--- config.mk ---
export PLATFORM = sky130hd
export DESIGN_NAME = hazard_unit
export DESIGN_NICKNAME = d
export VERILOG_FILES = /design/src/rtl/hazard_pkg.sv /design/src/rtl/hazard_unit_div_seq.sv /design/src/rtl/hazard_unit.sv
export SDC_FILE = /design/constraint.sdc
export NUM_CORES = 1
export LEC_CHECK = 0
export BUFFER_PORTS_ARGS = -buffer_cell sky130_fd_sc_hd__buf_2
export CORE_MARGIN = 4
export CORE_UTILIZATION = 30
export CTS_CLUSTER_SIZE = 8
export DETAILED_ROUTE_END_ITERATION = 7
export HOLD_SLACK_MARGIN = 0.1
export PLACE_DENSITY = 0.56
export RECOVER_POWER = 25
export SYNTH_ARGS = -nofsm -noshare
export SYNTH_HDL_FRONTEND = slang
export SYNTH_HIERARCHICAL = 1
export SYNTH_SLANG_ARGS = --single-unit
--- constraint.sdc ---
create_clock -name clk -period 1.3 [get_ports clk]
set_input_delay 0.065 -clock clk [delete_from_list [all_inputs] [get_ports clk]]
set_output_delay 0.065 -clock clk [all_outputs]
set_load 0.02 [all_outputs]
--- src/rtl/hazard_pkg.sv ---
// rtl/hazard_pkg.sv - shared encodings for the pipeline hazard unit
package hazard_pkg;

   typedef enum logic [1:0] {
      DIV_IDLE = 2'b00,
      DIV_BUSY = 2'b01,
      DIV_DONE = 2'b10
   } divState_t;

   localparam logic [1:0] FWD_RF  = 2'b00;
   localparam logic [1:0] FWD_WB  = 2'b01;
   localparam logic [1:0] FWD_MEM = 2'b10;

   // M-stage result is younger than W-stage result, so it wins
   function automatic logic [1:0] fwdSel(input logic hitM, input logic hitW);
      if (hitM)
         return FWD_MEM;
      else if (hitW)
         return FWD_WB;
      else
         return FWD_RF;
   endfunction

endpackage

--- src/rtl/hazard_unit_div_seq.sv ---
// rtl/hazard_unit_div_seq.sv - divide sequencer holding E for DIV_CYCLES cycles
module div_seq
   import hazard_pkg::*;
#(
   parameter int DIV_CYCLES = 32
) (
   input  logic clk,
   input  logic rst,
   input  logic div_startE,
   output logic divstall,
   output logic div_busy,
   output logic div_done
);

   localparam int CNT_W = (DIV_CYCLES > 2) ? $clog2(DIV_CYCLES) : 1;
   localparam logic [CNT_W-1:0] CNT_LOAD = CNT_W'(DIV_CYCLES - 2);
   localparam logic [CNT_W-1:0] CNT_ONE  = CNT_W'(1);

   divState_t        state;
   divState_t        nextState;
   logic [CNT_W-1:0] cnt;
   logic [CNT_W-1:0] nextCnt;

   always_ff @(posedge clk) begin
      if (!rst) begin
         state <= DIV_IDLE;
         cnt   <= '0;
      end else begin
         state <= nextState;
         cnt   <= nextCnt;
      end
   end

   // cnt holds the number of BUSY cycles still to run, so the IDLE cycle plus
   // DIV_CYCLES-2 BUSY cycles give DIV_CYCLES-1 stall cycles before DONE
   always_comb begin
      nextState = state;
      nextCnt   = cnt;
      divstall  = 1'b0;
      div_busy  = 1'b0;
      div_done  = 1'b0;
      case (state)
         DIV_IDLE: begin
            if (div_startE) begin
               divstall = 1'b1;
               nextCnt  = CNT_LOAD;
               nextState = (DIV_CYCLES > 2) ? DIV_BUSY : DIV_DONE;
            end
         end
         DIV_BUSY: begin
            divstall = 1'b1;
            div_busy = 1'b1;
            if (cnt <= CNT_ONE) begin
               nextCnt   = '0;
               nextState = DIV_DONE;
            end else begin
               nextCnt = cnt - CNT_ONE;
            end
         end
         DIV_DONE: begin
            div_done  = 1'b1;
            nextState = DIV_IDLE;
         end
         default: begin
            nextState = DIV_IDLE;
            nextCnt   = '0;
         end
      endcase
   end

endmodule

--- src/rtl/hazard_unit.sv ---
// rtl/hazard_unit.sv - forwarding selects and stall/flush strobes for the 5-stage core
module hazard_unit
   import hazard_pkg::*;
#(
   parameter int REG_W      = 5,
   parameter int DIV_CYCLES = 32
) (
   input  logic             clk,
   input  logic             rst,
   input  logic [REG_W-1:0] rsD,
   input  logic [REG_W-1:0] rtD,
   input  logic             branchD,
   input  logic [REG_W-1:0] rsE,
   input  logic [REG_W-1:0] rtE,
   input  logic [REG_W-1:0] writeregE,
   input  logic             regwriteE,
   input  logic             memtoregE,
   input  logic             div_startE,
   input  logic [REG_W-1:0] writeregM,
   input  logic             regwriteM,
   input  logic             memtoregM,
   input  logic [REG_W-1:0] writeregW,
   input  logic             regwriteW,
   output logic             forwardAD,
   output logic             forwardBD,
   output logic [1:0]       forwardAE,
   output logic [1:0]       forwardBE,
   output logic             stallF,
   output logic             stallD,
   output logic             stallE,
   output logic             flushE,
   output logic             flushM,
   output logic             div_busy,
   output logic             div_done
);

   // $0 is hardwired, so it never produces a dependency
   function automatic logic regHit(input logic [REG_W-1:0] a, input logic [REG_W-1:0] b);
      return (a == b) && (a != '0);
   endfunction

   logic divstall;
   logic seqBusy;
   logic seqDone;
   logic lwstall;
   logic branchstall;
   logic hazStall;

   div_seq #(.DIV_CYCLES(DIV_CYCLES)) uDivSeq (
      .clk        (clk),
      .rst        (rst),
      .div_startE (div_startE),
      .divstall   (divstall),
      .div_busy   (seqBusy),
      .div_done   (seqDone)
   );

   always_comb begin
      lwstall = memtoregE && (regHit(rtE, rsD) || regHit(rtE, rtD));
      branchstall = branchD &&
         ((regwriteE && (regHit(writeregE, rsD) || regHit(writeregE, rtD))) ||
          (memtoregM && (regHit(writeregM, rsD) || regHit(writeregM, rtD))));
      hazStall = lwstall || branchstall;
   end

   // reset forces bubbles into E and M and silences everything else
   always_comb begin
      forwardAD = regwriteM && regHit(writeregM, rsD);
      forwardBD = regwriteM && regHit(writeregM, rtD);
      forwardAE = fwdSel(regwriteM && regHit(writeregM, rsE),
                         regwriteW && regHit(writeregW, rsE));
      forwardBE = fwdSel(regwriteM && regHit(writeregM, rtE),
                         regwriteW && regHit(writeregW, rtE));
      stallF    = hazStall || divstall;
      stallD    = hazStall || divstall;
      stallE    = divstall;
      flushE    = hazStall && !divstall;
      flushM    = divstall;
      div_busy  = seqBusy;
      div_done  = seqDone;
      if (!rst) begin
         forwardAD = 1'b0;
         forwardBD = 1'b0;
         forwardAE = FWD_RF;
         forwardBE = FWD_RF;
         stallF    = 1'b0;
         stallD    = 1'b0;
         stallE    = 1'b0;
         flushE    = 1'b1;
         flushM    = 1'b1;
         div_busy  = 1'b0;
         div_done  = 1'b0;
      end
   end

endmodule

# --- Word-level counts from Yosys, hierarchy flattened ---
# Cells that the tools add are included.
totals:
  mem_count: 0
  elab_cells: 78
  inputBits: 44
  register_bits: 7
  mem_bits_ro: 0
  ramBits: 0
  latchBits: 0
  out_inout_bits: 13
classes:
  n_lt_le_gt_ge: 1
  n_addsub: 1
  n_div: 0
  bitwise_logic: 1
  multipliers: 0
  muxes: 24
  shifts: 0
  eq_ne: 14
  n_reduce_logical: 35
op_table:
  columns: ["operator", "count"]
  rows:
  - ["== test 5 bit", 10]
  - ["logical AND 1 bit", 21]
  - ["nonzero test 5 bit", 4]
  - ["one-hot mux 5 bit (3 select lines)", 1]
  - ["2-to-1 mux 1 bit", 13]
  - ["2-to-1 mux 2 bit", 6]
  - ["2-to-1 mux 5 bit", 2]
  - ["logical OR 1 bit", 6]
  - ["<= comparator 5 x 1 -> 1 bit, second input constant", 1]
  - ["subtractor 5 x 1 -> 5 bit, second input constant", 1]
  - ["one-hot mux 2 bit (2 select lines)", 1]
  - ["AND reduction 2 bit", 2]
  - ["== test 2 x 1 -> 1 bit, second input constant", 1]
  - ["== test 2 bit, second input constant", 1]
  - ["logical NOT 2 bit", 1]
  - ["!= test 2 x 1 -> 1 bit, second input constant", 1]
  - ["!= test 2 bit, second input constant", 1]
  - ["one-hot mux 1 bit (2 select lines)", 1]
  - ["logical NOT 1 bit", 1]
  - ["inverter 1 bit", 1]

# --- Depth between registers and ports, before layout ---
logic_depth:
  ltp_word: 9
  mapped_depth: 8

# --- By module ---
# The synthesis kept the hierarchy.
by_module_without_submodules:
  columns: ["module", "seq_area_each_um2", "cells_each", "instances", "area_per_inst_um2"]
  rows:
  - ["hazard_unit", 0.0, 107, 1, 793.3]
  - ["div_seq", 140.1, 46, 1, 421.7]

# --- Least setup slack after synthesis ---
# No wires, ideal clock.
synth_path:
  path_type: "input to output"
  from: "input port writeregM[4]"
  to: "output port stallF"
  arrival_ps: 1413
  path_stages: 8
  path_slack_ps: -178
  cell_sequence: "buf_2 -> xnor2_1 -> nand3_1 -> nor3_1 -> o2111ai_1 -> and3_4 -> a21boi_2 -> buf_4"
synth_between:
  elab_chain_len: 9
synth_rtl:
  columns: ["item", "line_no", "source"]
  rows:
  - ["start: declaration", "hazard_unit.sv:19", "input logic [REG_W-1:0] writeregM,"]
  - ["== test 5 bit or nonzero test 5 bit (tied branches)", "hazard_unit.sv:39", "return (a == b) && (a != '0);"]
  - ["logical AND 1 bit", "hazard_unit.sv:39", null]
  - ["logical OR 1 bit *", "hazard_unit.sv:62", "(memtoregM && (regHit(writeregM, rsD) || regHit(writeregM, rtD))));"]
  - ["logical AND 1 bit *", "hazard_unit.sv:62", null]
  - ["logical OR 1 bit *", "hazard_unit.sv:61", "((regwriteE && (regHit(writeregE, rsD) || regHit(writeregE, rtD))) ||"]
  - ["logical AND 1 bit *", "hazard_unit.sv:60", "branchstall = branchD &&"]
  - ["logical OR 1 bit *", "hazard_unit.sv:63", "hazStall = lwstall || branchstall;"]
  - ["logical OR 1 bit *", null, null]
  - ["2-to-1 mux 1 bit *", null, null]
  - ["end: declaration", "hazard_unit.sv:28", "output logic stallF,"]
# Mark *: on every way between the ends. The rest lies on a longest branch, timed or not.

# --- Final worst setup path ---
layout_path:
  from: "input port writeregW[2]"
  to: "output port forwardBE[0]"
layout_between:
  elab_chain_len: 6
layout_rtl:
  columns: ["item", "line_no", "source"]
  rows:
  - ["start: declaration", "hazard_unit.sv:22", "input logic [REG_W-1:0] writeregW,"]
  - ["== test 5 bit or nonzero test 5 bit (tied branches)", "hazard_unit.sv:39", null]
  - ["logical AND 1 bit *", "hazard_unit.sv:39", null]
  - ["logical AND 1 bit *", "hazard_unit.sv:73", "regwriteW && regHit(writeregW, rtE));"]
  - ["2-to-1 mux 1 bit *", "hazard_pkg.sv:18", "else if (hitW)"]
  - ["2-to-1 mux 2 bit *", "hazard_pkg.sv:16", "if (hitM)"]
  - ["2-to-1 mux 2 bit *", "hazard_unit.sv:81", "if (!rst) begin"]
  - ["end: declaration", "hazard_unit.sv:27", "output logic [1:0] forwardBE,"]
# Marked as above.

==> results_dict.tcl <==
set metrics [dict create \
    clock-sinks 7 \
    finalWorstSetupSlack_ps -117 \
    finalHoldViolations 0 \
    r2r-start "uDivSeq/cnt[1]" \
    regToRegSetupSlack_ps 90 \
    fillCellCount 326 \
    crit_chain "buf_6 -> or4_1 -> o211ai_1 -> or4_4 -> nor4_4 -> buf_4" \
    rsz0062_at_grt "true" \
    final_util 0.545 \
    routabilityCongestion 0.807 \
    htreeDepth 1 \
    clock_path_buffers 2 \
    use_met1 0.163 \
    wl_per_cell_um 14.1 \
    n_antenna_cell 0 \
    crit_arrival_ps 1350 \
    drtIter0Drc 42 \
    max_cap_violations 0 \
    routed_wirelength_mm 3.83 \
    ys_seq_area_frac 0.115 \
    grt_pass1_vias 1327 \
    ys_warn_count 6 \
    row_count 22 \
    p_per_area_nw_per_um2 705 \
    cts_tree "built" \
    postRouteAntennaNets 0 \
    vdd_ir_drop_max_mv 0.276 \
    async_reset_ff_frac 0 \
    max_freq_mhz 706 \
    track_usage 0.144 \
    via_per_inst 4.84 \
    synth_seq_cells 7 \
    endpoint "forwardBE[0]" \
    cp_slowest_stage_delay_ps 530 \
    crit_path_start "writeregW[2]" \
    finalCritPeriodShare 1.09 \
    synth-edff-count 0 \
    overflow 0 \
    cts.reportedPaths.clkPinSlew_ps 40 \
    fin_skew_ps 2.73 \
    drcViolationCount 0 \
    holdWs_ps 283 \
    synth_area_leader_cell "xnor2_1" \
    p_leak_uw 0.000904 \
    crit_path_end_kind "primary output" \
    syn-num-nets 199 \
    dp_hpwl_mm 2.82 \
    synthDistinctLibCells 40 \
    synth_top_area_frac 0.216 \
    dpl_cell_area_um2 1660 \
    cts-buffers-inserted 3 \
    core_area_um2 3800 \
    layout.nets 270 \
    ff2ff_path_depth 5 \
    port_buffers 56 \
    antenna_found_initial 0 \
    worst_setup_path_start_kind "input port" \
    worstMarginPinSlew_ps 351 \
    use_met3 0.0351 \
    area_growth_pct 70.4 \
    postSynthAreaPerCell_um2 7.94 \
    cp_slowest_cell "or4_1" \
    grt_max_degree 20 \
    slew-limit-headroom 0.765 \
    setup_viol 5 \
    hold_path_class "in2reg" \
    syn_area_um2 1210 \
    period_minus_slack_ps 1420 \
    drive_above_1_share 0.556 \
    yosysMostFrequentCell "xnor2_1" \
    crit_type "in2out" \
    busiest_layer "met2" \
    dieArea_um2 5130 \
    die_w_um 71.6 \
    outcome "finished with violations" \
    slew_viol_final 0 \
    register_area_um2 141 \
    initial_core_util 0.320 \
    violations "setup timing" \
    critPathRequiredTime_ps 1240 \
    worstSkewPairLatency_ps 230 \
    first_pass_iters 4 \
    synthTopCellsByArea "xnor2_1 22%, xor2_1 16%, dfxtp_1 12%" \
    reg2reg_to "uDivSeq/cnt[3]" \
    grtUsageMet2 0.261 \
    crit_fanout 3 \
    synth-main-ff-cell "dfxtp_1" \
    fin_area_um2 2070 \
    synth_common_cells "30 x xnor2_1, 22 x xor2_1, 9 x buf_2, 9 x nand3_1, 8 x nand2_1" \
    multi_input_area_um2 1190 \
    grt_pass1_wl_mm 5.95 \
    die_height_um 71.6 \
    ios 57 \
    synthCells 153 \
    vias 1312 \
    cts_hold_buf 0 \
    root_buffer "clkbuf_8" \
]
## critical path, delay by kind of cell
kind,cells,cell delay [ps]
buffers and inverters,2,260
AO/OA/AOI/OAI,1,270
AND/OR/NAND/NOR,3,750
## metal layers
metal / vias to the layer above / wire (um)
li1: 660 / -
met3: 6 / 225
met1: 610 / 1430
met2: 36 / 2100
met4: 0 / 76
met5: - / 0
## where the power goes
| part | internal (uW) | leakage (uW) | switching, uW |
|---|---|---|---|
| Clock | 213 | 0.0000228 | 102 |
| Sequential | 257 | 0.0000585 | 47.0 |
| Combinational | 445 | 0.000823 | 398 |
## registers in the layout, summed over array words and instances (netlist names)
name / cells
uDivSeq/state: 2
uDivSeq/cnt: 5
## placed cells by master, fill, tap and decap left out, types with 4 or more instances in the layout
cell type / n
and2_1: 6
buf_2: 31
buf_4: 24
buf_6: 19
buf_8: 4
dfxtp_1: 6
inv_1: 4
nand2_1: 7
nand3_1: 7
nor2_1: 4
nor3_2: 4
xnor2_1: 19
xnor2_2: 10
xor2_1: 22
## how the worst min path moves through the flow
stage	slack [ps]	cells after the start	start	end
final	280	4	div_startE	uDivSeq/state[0]
after floorplan	340	3	rst	uDivSeq/state[0]
after global placement	510	4	div_startE	uDivSeq/state[0]
after detailed placement	520	4	div_startE	uDivSeq/state[0]
after global routing	300	4	rst	uDivSeq/state[0]
after CTS	280	4	div_startE	uDivSeq/state[0]
## through the flow
step / instances / power, uW / setup slack [ps] / TNS (ps)
after global placement: 264 / 1000 / -188 / -854
after global routing: 271 / 1580 / -162 / -758
after detailed placement: 264 / 1010 / -161 / -737
after floorplan: 153 / 796 / -24.3 / -24.3
final: 271 / 1460 / -117 / -488
after CTS: 268 / 1380 / -78.9 / -299
## what timing repair did
item,CTS,global route
gates resized for setup,25,54
setup endpoints to repair,6,9
pin swaps,8,15
buffers inserted,0,3
## logic make-up after synthesis
logic type,synth area share
buf+inv,0.0783
simple gates,0.283
fa+ha+maj,0.0206
compound gates,0.128
flops,0.115
xor+xnor,0.375
## cell type report
class	count	share of cell area
inverter	4	0.00725
timing repair buffer	80	0.300
multi-input combinational	128	0.574
clock buffer	4	0.0218
tap	48	0.0290
sequential	7	0.0683
Power figures use the tool's default switching activity.
